### src/rtl/frame_source_arbiter.sv
// frame_source_arbiter
//   Shares one 17-bit pixel queue write port between two frame producers.
//   Source 0 is the camera path and source 1 is the debug pattern generator.
//   The grant only moves between frames, so the reader never sees a spliced
//   frame.  Words from the non-granted source are accepted and thrown away,
//   so free-running producers never stall.
//
// Ports
//   clk, reset_n                 clock / async active-low reset
//   src_sel                      requested source (0 camera, 1 pattern)
//   s{0,1}_queue_data/_wr_en     producer write ports (bit16 = control flag)
//   s{0,1}_queue_full            back-pressure, only the granted source sees it
//   queue_data/_wr_en/_wr_clk    registered queue write port
//   queue_full                   queue full flag (must leave 1 spare entry)
//   active_src, in_frame         current grant / frame in progress
//   frame_count                  completed frames forwarded (wraps)
//   drop_count                   discarded words (saturates)

// Per-source qualification: splits one producer's write into the granted
// and non-granted paths and flags control words.
module fsa_src_port #(
  parameter logic [16:0] SOF_WORD = 17'h10000,
  parameter logic [16:0] EOF_WORD = 17'h1FFFF
) (
  input  logic        granted,
  input  logic        wr_en,
  input  logic [16:0] data,
  input  logic        queue_full,
  output logic        full,
  output logic        g_wr,
  output logic        n_wr,
  output logic        g_sof,
  output logic        g_eof,
  output logic [16:0] g_data
);
  assign full   = granted & queue_full;
  assign g_wr   = granted & wr_en;
  assign n_wr   = ~granted & wr_en;
  assign g_sof  = granted & (data == SOF_WORD);
  assign g_eof  = granted & (data == EOF_WORD);
  // zeroed when not granted so the top can OR the sources together
  assign g_data = granted ? data : '0;
endmodule

module frame_source_arbiter #(
  parameter logic [16:0] SOF_WORD  = 17'h10000,
  parameter logic [16:0] EOF_WORD  = 17'h1FFFF,
  parameter int          CNT_WIDTH = 16
) (
  input  logic                 clk,
  input  logic                 reset_n,
  input  logic                 src_sel,
  input  logic [16:0]          s0_queue_data,
  input  logic                 s0_queue_wr_en,
  output logic                 s0_queue_full,
  input  logic [16:0]          s1_queue_data,
  input  logic                 s1_queue_wr_en,
  output logic                 s1_queue_full,
  output logic [16:0]          queue_data,
  output logic                 queue_wr_en,
  output logic                 queue_wr_clk,
  input  logic                 queue_full,
  output logic                 active_src,
  output logic                 in_frame,
  output logic [CNT_WIDTH-1:0] frame_count,
  output logic [CNT_WIDTH-1:0] drop_count
);
  localparam int NUM_SRC = 2;

  typedef enum logic {WAIT_SOF = 1'b0, IN_FRAME = 1'b1} state_t;

  state_t state_q, state_d;
  logic   grant_d;

  // source ports gathered into packed arrays for the per-source instances
  logic [NUM_SRC-1:0]       src_wr, src_grant, src_full;
  logic [NUM_SRC-1:0]       p_gwr, p_nwr, p_gsof, p_geof;
  logic [NUM_SRC-1:0][16:0] src_data, p_gdata;

  assign src_wr    = {s1_queue_wr_en, s0_queue_wr_en};
  assign src_data  = {s1_queue_data, s0_queue_data};
  assign src_grant = {active_src, ~active_src};

  for (genvar s = 0; s < NUM_SRC; s++) begin : g_src
    fsa_src_port #(.SOF_WORD(SOF_WORD), .EOF_WORD(EOF_WORD)) u_port (
      .granted    (src_grant[s]),
      .wr_en      (src_wr[s]),
      .data       (src_data[s]),
      .queue_full (queue_full),
      .full       (src_full[s]),
      .g_wr       (p_gwr[s]),
      .n_wr       (p_nwr[s]),
      .g_sof      (p_gsof[s]),
      .g_eof      (p_geof[s]),
      .g_data     (p_gdata[s])
    );
  end

  assign s0_queue_full = src_full[0];
  assign s1_queue_full = src_full[1];
  assign queue_wr_clk  = clk;
  assign in_frame      = (state_q == IN_FRAME);

  // granted-source view, decoded against the grant in force this cycle
  logic        gw, nw, gsof, geof;
  logic [16:0] gd;
  assign gw   = |p_gwr;
  assign nw   = |p_nwr;
  assign gsof = |(p_gsof & p_gwr);
  assign geof = |(p_geof & p_gwr);
  assign gd   = p_gdata[0] | p_gdata[1];

  logic fwd, g_drop, frame_done;

  always_comb begin
    state_d    = state_q;
    grant_d    = active_src;
    fwd        = 1'b0;
    g_drop     = 1'b0;
    frame_done = 1'b0;
    unique case (state_q)
      WAIT_SOF: begin
        grant_d = src_sel;
        if (gsof) begin
          // a granted SOF pins the grant even if src_sel moved this cycle
          fwd     = 1'b1;
          grant_d = active_src;
          state_d = IN_FRAME;
        end else if (gw) begin
          g_drop = 1'b1;
        end
      end
      IN_FRAME: begin
        // a repeated SOF is a producer restart: forwarded, no state change
        if (gw) begin
          fwd = 1'b1;
          if (geof) begin
            frame_done = 1'b1;
            state_d    = WAIT_SOF;
          end
        end
      end
      default: state_d = WAIT_SOF;
    endcase
  end

  // saturating drop counter; up to two discards per cycle
  logic [1:0]           drop_inc;
  logic [CNT_WIDTH:0]   drop_sum;
  logic [CNT_WIDTH-1:0] drop_next;
  assign drop_inc  = {1'b0, g_drop} + {1'b0, nw};
  assign drop_sum  = {1'b0, drop_count} + (CNT_WIDTH+1)'(drop_inc);
  assign drop_next = drop_sum[CNT_WIDTH] ? '1 : drop_sum[CNT_WIDTH-1:0];

  always_ff @(posedge clk or negedge reset_n) begin
    if (!reset_n) begin
      state_q     <= WAIT_SOF;
      active_src  <= 1'b0;
      queue_data  <= '0;
      queue_wr_en <= 1'b0;
      frame_count <= '0;
      drop_count  <= '0;
    end else begin
      state_q     <= state_d;
      active_src  <= grant_d;
      queue_wr_en <= fwd;
      if (fwd) queue_data <= gd;
      if (frame_done) frame_count <= frame_count + 1'b1;
      drop_count  <= drop_next;
    end
  end
endmodule

### config.mk
export PLATFORM = sky130hd
export DESIGN_NAME = frame_source_arbiter
export DESIGN_NICKNAME = d
export VERILOG_FILES = /design/src/rtl/frame_source_arbiter.sv
export SDC_FILE = /design/constraint.sdc
export NUM_CORES = 1
export LEC_CHECK = 0
export ABC_CLOCK_PERIOD_IN_PS = 4590
export BUFFER_PORTS_ARGS = -buffer_cell sky130_fd_sc_hd__buf_2
export CAP_MARGIN = 40
export CORE_MARGIN = 8
export CORE_UTILIZATION = 54
export DETAILED_ROUTE_END_ITERATION = 10
export MAX_ROUTING_LAYER = met4
export PLACE_DENSITY = 0.86
export RECOVER_POWER = 100
export SETUP_SLACK_MARGIN = 0.3
export SYNTH_ARGS = -nofsm -noshare
export SYNTH_HDL_FRONTEND = slang
export SYNTH_HIERARCHICAL = 1
export SYNTH_SLANG_ARGS = --single-unit
### constraint.sdc
create_clock -name clk -period 4.59 [get_ports clk]
set_input_delay 0 -clock clk [delete_from_list [all_inputs] [get_ports clk]]
set_output_delay 0 -clock clk [all_outputs]
set_load 0.03 [all_outputs]
==> results.toml <==
[logic_synthesis]
ys_seq_area_frac = 0.4813
syn_area_per_cell_um2 = 9.554
synth_area_leader_cell = "dfrtp_1"
yosysWarnings = 6
synth.net_count = 326
yosys.cell_types.count = 36
syn_inst = 283
ys_seq_elements = 52
async_reset_ff_frac = 1.000
netlist.area_leader.share = 0.4813
synth_area_leaders = "dfrtp_1 48%, and2_1 8.1%, nor2_1 5.0%"
synth-edff-count = 0
yosys_most_used_dff = "dfrtp_1"
netlist_area_um2 = 2704

[sta]
finalSetupViolations = 0
worst_slew_pin_slew_ns = 2.709
fin_crit_sh = 0.8061
hold_violations = 0
fin_tns_setup_ns = 0
min_period_ns = 3.700
rsz0062_at_grt = "no"
finClkSkew_ns = 0.009299
relSlewSlack = -0.8061
slew_violations = 53
fmax_mhz = 270.3

[min_path]
holdCritStartpoint = "s0_queue_data[16]"
min_path_type = "input port to flip-flop"

[pwr]
leakage_uw = 0.001528
pwr-share-seq = 0.479
power_switching_uw = 385.4
p_total_uw = 1138
power.internal_uw = 752.6
power.density_cell_area_nw_per_um2 = 346.6
swShare = 0.3387
power_frac_clock = 0.315
vdd_ir_drop_max_v = 0.0003948
combinationalPowerShare = 0.206

[finish]
syn_to_final_growth_pct = 21.43
final_common_cell = "clkbuf_1"
nFillCells = 432
drive_above_1_share = 0.1680
antenna_cells = 0
final_cell_mix = "57 x clkbuf_1, 52 x dfrtp_1, 41 x buf_2, 36 x nor2_1, 33 x and2_1"
final_core_util = 0.6860
multi_input_area_um2 = 1309
seq_area_um2 = 1301
nNetsFinal = 423

[setup_path]
startpoint_type = "flip-flop"
crit_type = "flip-flop to flip-flop"
slowest_delay_ns = 0.67
worstPathArrival_ns = 4.02
critPathBufInv = 2
end_kind = "flip-flop"
cp_cell_sequence = "inv_1 > nand2_1 > nor3_1 > a221oi_1 > nor2b_1 > fa_1 > ha_1 > and4_1 > nand4_1 > clkbuf_1 > o21ai_0"
critPathRequiredTime_ns = 4.91
crit_path_max_fanout = 22
r2r_start = "active_src"
cp_slowest_cell = "dfrtp_1"
cp_top_family = "simple AND/OR/NAND/NOR gates"
crit_start = "active_src"

[global_routing]
antenna_found_initial = 0
grt-ovfl-total = 0
grt.total_usage = 0.1957
grt_first_pass_wirelength_um = 11340
grt_pass1_vias = 2446
grt_max_degree = 53

[floorplan]
die_y_um = 86.76
rows = 25
initial_core_util = 0.5650
die-area_um2 = 7527
die_w_um = 86.76
coreArea_um2 = 4786
ios = 95

[drt]
drt-pass1-iter-count = 4
vias = 2412
ant_nets = 0
drcViolationCount = 0
wire_per_inst_um = 15.35
routed_wl_um = 6878
drt_iter0_markers = 73
vias_per_cell = 5.384

[clock_tree]
clkSlewWorstSetupHoldPaths_ns = 0.09
ctsResizeCount = 0
clkLatencyLatePin_ns = 0.40
tritoncts = "done"

[placed_design]
place_congestion = 0.9061
portBuffers = 94
dp_hpwl_um = 5157

[run_status]
violations = "capacitance limit, slew limit"
status = "finished with violations"

[flow_run]
maxCapViolations = 1
[layer usage]
metal | vias up | track usage | part of all wire
met1 | 1143 | 0.2262 | 0.42
met5 | - | - | 0
met2 | 87 | 0.3188 | 0.51
li1 | 1171 | - | -
met4 | 0 | 0.09077 | 0.019
met3 | 11 | 0.04159 | 0.052
[synth_stat cells, types with 2 or more instances]
cell       n
dfrtp_1   52
ha_1       2
xor2_1     5
nor2_1    36
a21oi_1   20
buf_2      5
o21ai_0    5
nor2b_1    3
nand4_1   16
a31oi_1    4
nor4_1     6
and2_1    35
or4_1      2
xnor2_1   15
and3_1     6
nand2b_1   4
inv_1      3
nand3_1   10
buf_4      2
or3_1      2
and2_2     2
nand2_1   17
clkbuf_1   4
nand2_2    2
and4_1     7
clkbuf_2   2
mux2_2     3
nor3_2     5
[tightest hold or removal path, delay by kind of cell]
family / cells / cell delay (ns)
and+or+nand+nor: 2 / 0.11
AOI/OAI and AO/OA: 1 / 0.12
buffers and inverters: 2 / 0.15
[flip-flops by register name, indices dropped and copies added, names as in the netlist]
signal and count:
queue_wr_en 1, in_frame 1, frame_count 16, active_src 1
drop_count 16, queue_data 17
[power by group through the flow]
stage                     sequential, µW  combinational, µW  clock [µW]
after floorplan                      612               86.7        32.6
after global placement               550                238        27.5
after detailed placement             552                246        27.5
after CTS                            543                249         372
after global routing                 555                259         386
final                                545                234         359
[cell type report]
cell class,instances,share of cell area
clock buffer,11,0.04002
clock inverter,1,0.002287
inverter,3,0.003430
multi-input combinational,215,0.3986
sequential,52,0.3963
tap,67,0.02553
timing repair buffer,99,0.1338
[cell families after synthesis]
| group | synth area share |
|---|---|
| AOI/OAI and AO/OA | 0.06895 |
| xor gates and xnor gates | 0.06479 |
| adders and majority gates | 0.01666 |
| buffers and inverters | 0.02822 |
| DFF | 0.4813 |
| muxes | 0.01804 |
| and+or+nand+nor | 0.3221 |
[through the flow]
step	area (µm²)	instances	hold slack, ns	worst slack [ns]
floorplan	2704	283	-0.2956	1.682
global placement	3208	433	0.1514	0.9360
detailed placement	3208	433	0.1587	0.7370
finish	3283	448	0.01700	0.8900
CTS	3363	446	0.005149	0.7018
global route	3283	448	0.03642	0.4352
[path summary, 6_finish.rpt]
| path | slack (ns) | cells past startpoint | end |
|---|---|---|---|
| setup / recovery | 0.89 | 11 | drop_count[6] |
| hold / removal | 0.02 | 5 | queue_data[16] |
| setup reg to reg | 0.89 | 11 | drop_count[6] |
| hold reg to reg | 0.48 | 1 | frame_count[15] |
| max in group asynchronous | 1.96 | 3 | frame_count[3] |
| min in group asynchronous | 1.08 | 3 | queue_data[2] |
[timing repair]
action                                 CTS  global route
setup endpoints to repair                0             4
endpoints found under the hold margin   53             0
setup buffers                            0             2
hold buffers                             2             0
No activity file was read; power rests on OpenSTA's default activity.
